--- config.mk ---
export PLATFORM = sky130hd
export DESIGN_NAME = shift_rotate
export DESIGN_NICKNAME = d
export VERILOG_FILES = /design/src/rtl/shift_rotate_pkg.sv /design/src/rtl/shift_rotate_core.sv /design/src/rtl/shift_rotate.sv
export SDC_FILE = /design/constraint.sdc
export NUM_CORES = 1
export LEC_CHECK = 0
export CAP_MARGIN = 40
export CORE_UTILIZATION = 30
export DETAILED_ROUTE_END_ITERATION = 12
export DONT_BUFFER_PORTS = 1
export GPL_TIMING_DRIVEN = 0
export PLACE_DENSITY = 0.47
export SETUP_SLACK_MARGIN = 0.2
export SYNTH_ARGS = -nofsm -noshare
export SYNTH_HDL_FRONTEND = slang
export SYNTH_SLANG_ARGS = --single-unit
--- constraint.sdc ---
create_clock -name clk -period 0.8 [get_ports clk]
set_input_delay 0.08 -clock clk [delete_from_list [all_inputs] [get_ports clk]]
set_output_delay 0.08 -clock clk [all_outputs]
set_load 0.1 [all_outputs]
--- src/rtl/shift_rotate_pkg.sv ---
// Shared opcode encodings for the shift/rotate unit.
// Every 3-bit code is assigned, so decode never needs an X fallback.
package shift_rotate_pkg;

    localparam int WIDTH_DEF = 8;

    localparam logic [2:0] OP_SHL  = 3'b000;
    localparam logic [2:0] OP_SHR  = 3'b001;
    localparam logic [2:0] OP_ROL  = 3'b010;
    localparam logic [2:0] OP_ROR  = 3'b011;
    localparam logic [2:0] OP_ASR  = 3'b100;
    localparam logic [2:0] OP_ASL  = 3'b101;
    localparam logic [2:0] OP_PASS = 3'b110;
    localparam logic [2:0] OP_RSVD = 3'b111;

endpackage

--- src/rtl/shift_rotate_core.sv ---
// Combinational 1-bit shift/rotate datapath: (a, opcode) -> next result.
// WIDTH must be at least 2 so that the a[WIDTH-2:0] slices exist.
module shift_rotate_core
    import shift_rotate_pkg::*;
#(
    parameter int WIDTH = WIDTH_DEF
) (
    input  logic [WIDTH-1:0] a,
    input  logic [2:0]       opcode,
    output logic [WIDTH-1:0] y
);

    always_comb begin
        y = '0;
        case (opcode)
            OP_SHL:  y = {a[WIDTH-2:0], 1'b0};
            OP_SHR:  y = {1'b0, a[WIDTH-1:1]};
            OP_ROL:  y = {a[WIDTH-2:0], a[WIDTH-1]};
            OP_ROR:  y = {a[0], a[WIDTH-1:1]};
            OP_ASR:  y = {a[WIDTH-1], a[WIDTH-1:1]};
            // ASL deliberately matches SHL: no overflow detection or sign saturation.
            OP_ASL:  y = {a[WIDTH-2:0], 1'b0};
            OP_PASS: y = a;
            OP_RSVD: y = '0;
            default: y = '0;
        endcase
    end

endmodule

--- src/rtl/shift_rotate.sv ---
// Single-cycle shift/rotate unit: combinational core followed by one output register.
// Downstream samples result directly; there is no valid/ready handshake on this block.
module shift_rotate
    import shift_rotate_pkg::*;
#(
    parameter int WIDTH = WIDTH_DEF
) (
    input  logic             clk,
    input  logic             rst_n,
    input  logic [WIDTH-1:0] a,
    input  logic [2:0]       opcode,
    output logic [WIDTH-1:0] result
);

    logic [WIDTH-1:0] w_next;
    logic [WIDTH-1:0] r_result;

    shift_rotate_core #(
        .WIDTH (WIDTH)
    ) u_core (
        .a      (a),
        .opcode (opcode),
        .y      (w_next)
    );

    // Async clear drops any value computed before reset was asserted.
    always_ff @(posedge clk or negedge rst_n) begin
        if (!rst_n) begin
            r_result <= '0;
        end else begin
            r_result <= w_next;
        end
    end

    assign result = r_result;

endmodule

==> impl.org <==
** Yosys
- Of the total synthesized cell area, the portion taken by AND, OR, NAND and NOR gates is 13.51%.
- Yosys warnings :: 0
- Synthesized net count :: 65
- The number of different library cells used by synthesis comes to 20.
- Summing the areas of all xor and xnor instances in the mapped netlist gives 0% of the synthesized area.
- The synthesized netlist devotes 0% of its cell area to adder and majority cells.
- After synthesis, the largest family of logic cells by area is compound AO/OA/AOI/OAI gates.
- Instance count of the mapped netlist :: 52
- After synthesis, the mean cell area works out to ~10 um^2.
- The share of the Yosys chip area taken by registers is 37.91%.
- Area share of the leading cell type in the synthesized netlist :: between 30 and 40%
- Compound-gate portion of the synthesized area :: 25.83%
- Number of synthesized register bits :: 8
- Dominant cells by area after synthesis :: sky130_fd_sc_hd__dfrtp_1 38%, sky130_fd_sc_hd__mux2_1 6.4%, sky130_fd_sc_hd__a31oi_1 5.9%
- Multiplexer cells account for 15.88% of the synthesized area.
- The cell area that synthesis handed to floorplanning was 528.0 um^2.
- The biggest area contributor in the post-synthesis netlist is sky130_fd_sc_hd__dfrtp_1.

** Layout
- Cells fill 42.62% of the core in the end.
- Number of flip-flops under the largest register name :: 8
- Area Growth Syn to Fin :: 27.25%
- Fill cells :: 151
- Cells with a size suffix above 1 make up between 40% and 50% of the layout.
- After routing the design area is about 670 um^2.
- The repair_antennas step left the layout with diodes totalling 0.
- Final instance count without filler cells :: 73
- Count of nets after finishing :: between 70 and 80

** Routing
- Post-detailed-route via-to-cell ratio :: 5.986
- Detailed Route Iter0 Violations :: 16
- Summed over all layers, the routed wires come to roughly 1.2 mm.
- Detailed-router iteration count before antenna repair :: 10
- The routed layout has 437 vias.
- Wire length per cell after detailed routing :: between 15 and 20 um
- The count of nets left with antenna violations once routing finished came out at 0.
- For this run, design rule violations remaining after detail routing come to 1.

** STA
- Setup repair after global routing missed its margin :: yes
- After layout, the worst path uses 116.8% of the clock period.
- Worst slew slack as a fraction of its limit :: 77.13%
- The smallest clock period supported by the final layout is computed as 934.3 ps.
- Count of final max-slew check failures :: 0
- Final count of negative-setup-slack endpoints :: 8
- Hold Fails Final Rpt :: 2
- For the pin with the worst max-slew slack, the measured transition is about 340 ps.
- Max Fclk :: 1070 MHz
- On the final layout, the worst hold slack is -9.891 ps.
- Across all setup checks in the final design, the least slack found is -134.3 ps.

** Die
- Row generation in the floorplan step produced 14 rows.
- # IOs :: 21
- Starting density of the core :: 33.49%
- Die Area :: 0.001932 mm^2
- Width of the chip :: 43.95 um
- The die is 43.95 um tall.
- Area inside the core boundary :: 0.001577 mm^2

** Pwr
- Of the total power, the clock network draws between 20 and 25%.
- IR analysis of the VDD net gives a maximum drop of 0.0005740 V.
- Cell internal power was estimated by the tool at 0.7499 mW.
- In this run the power density over the cells is 1899 mW/mm^2.
- Switch Pwr :: 0.5264 mW
- Overall power consumption after layout is estimated at 1.276 mW.
- Relative contribution of sequential cells to total power :: 61.2%
- Part of the power in combinational logic :: 16.7%
- The analysis attributes to cell leakage a power of 0.2704 nW.
- Sw frac :: 41.24%

** Worst setup path
- Critical Path AT :: 850 ps
- Critical Path Source Type :: flop
- Worst Setup Path Type :: reg2out
- Worst setup EP type :: output port
- STA puts the critical path data required time at 720 ps.
- In this run the worst path has a maximum fanout of 1.

** CTS
- Setup fix buffers added after clock tree synthesis :: 0
- The cell sitting at the root of the clock tree is a sky130_fd_sc_hd__clkbuf_4.
- Total clock buffers created by CTS :: 3
- In this run the number of H-tree levels came out at 1.
- Number of sinks driven by the clock tree :: 8
- TritonCTS clock tree :: built
- Clock-pin slew was measured on the worst setup and hold paths at 50 ps.
- Maximum clock path buffer count :: 2

** Outcome
- Result of the run :: finished with violations
- The final reports fail on DRC, hold timing, setup timing.

** GRT
- The via count of the first global-routing pass came to 430.
- Grt total ovfl :: 0
- The number of antenna violations at the first check in global routing is 0.
- First-pass GRT wire length :: between 1.5 and 2 mm
- Pin count of the biggest net entering global routing :: 11
- Total routing usage reported by global routing :: between 10% and 20%

** Place
- Number of I/O port buffers :: 0
- The placed instances occupy a cell area of just under 600 um^2.
- Once detailed placement completed, the half-perimeter wirelength came to 869.2 um.
- Counting tap cells, the placed design contains a total of 68 instances.
- At the end of routability-driven placement, the weighted congestion stood at 0.8174.

** Job
- Maximum Capacitance Violations :: 0

** Worst hold path
- Worst hold-check path type :: in2reg
-- synthesized netlist by cell type, drive strengths merged --
library cell	n
mux2	5
dfrtp	8
nand2b	2
a221oi	3
nor2	2
a21oi	1
mux2i	2
o211a	2
a211oi	5
nand2	7
buf	4
a31oi	5
inv	2
nor2b	4
-- cell families after synthesis --
group / count (synthesis)
AOI/OAI and AO/OA: 16
muxes: 7
DFF: 8
buffers and inverters: 6
and+or+nand+nor: 15
-- area by class of cell --
type	count	area, um^2	area share [%]
Buffer	4	42.54	6.331
Clock buffer	3	22.52	3.352
Inverter	2	7.507	1.117
Multi-Input combinational cell	38	314.1	46.74
Sequential cell	8	230.2	34.26
Tap cell	16	20.02	2.980
Timing Repair Buffer	2	35.03	5.214
-- routing by layer --
metal  vias to the layer above  part of all wire, %  GRT usage [%]
met2                        28                   48          21.79
met1                       205                   43          16.50
met5                         -                    0              0
met3                         0                  9.1          2.500
li1                        204                    -              -
met4                         0                    0          9.091
-- placed cells by master, fill, tap and decap left out, types with 2 or more instances in the layout --
cell type / n
sky130_fd_sc_hd__a211oi_2: 4
sky130_fd_sc_hd__a31oi_1: 5
sky130_fd_sc_hd__buf_4: 2
sky130_fd_sc_hd__nand2b_1: 2
sky130_fd_sc_hd__clkbuf_4: 4
sky130_fd_sc_hd__inv_2: 2
sky130_fd_sc_hd__nor2_1: 2
sky130_fd_sc_hd__dfrtp_4: 8
sky130_fd_sc_hd__nor2b_1: 4
sky130_fd_sc_hd__a221oi_2: 3
sky130_fd_sc_hd__mux2_4: 2
sky130_fd_sc_hd__o211a_1: 2
sky130_fd_sc_hd__mux2i_1: 2
sky130_fd_sc_hd__mux2_1: 3
sky130_fd_sc_hd__nand2_1: 7
-- power by group through the flow --
| stage | clock network (mW) | logic, mW | registers (mW) |
|---|---|---|---|
| after floorplan | 0 | 0.154 | 0.783 |
| after global placement | 0 | 0.179 | 0.785 |
| after detailed placement | 0 | 0.182 | 0.786 |
| after CTS | 0.300 | 0.200 | 0.781 |
| after global routing | 0.311 | 0.231 | 0.785 |
| final | 0.283 | 0.213 | 0.781 |
-- metrics by stage --
step           worst slack [ps]  TNS (ps)
5_1_grt                  -153.1     -1200
2_1_floorplan            -28.43    -52.13
4_1_cts                  -146.6     -1162
3_3_place_gp             -111.6    -426.2
6_report                 -134.3     -1066
3_5_place_dp             -136.3    -555.2
-- final timing paths --
check                                     from                   to  slack (ps)  cells past startpoint
max                        result[2]$_DFF_PN0_            result[2]        -130                      0
min                                       a[2]  result[3]$_DFF_PN0_         -10                      2
max in group asynchronous                rst_n  result[6]$_DFF_PN0_         340                      1
min in group asynchronous                rst_n  result[3]$_DFF_PN0_         170                      1
-- timing repair --
| item | in CTS | in global routing |
|---|---|---|
| pin swaps | 0 | 4 |
| endpoints found under the setup margin | 11 | 14 |
| hold buffers | 1 | 0 |
| hold endpoints to repair | 11 | 0 |
| resized for setup | 4 | 1 |
| cloned | 0 | 1 |
(Power assumes the default switching activity.)
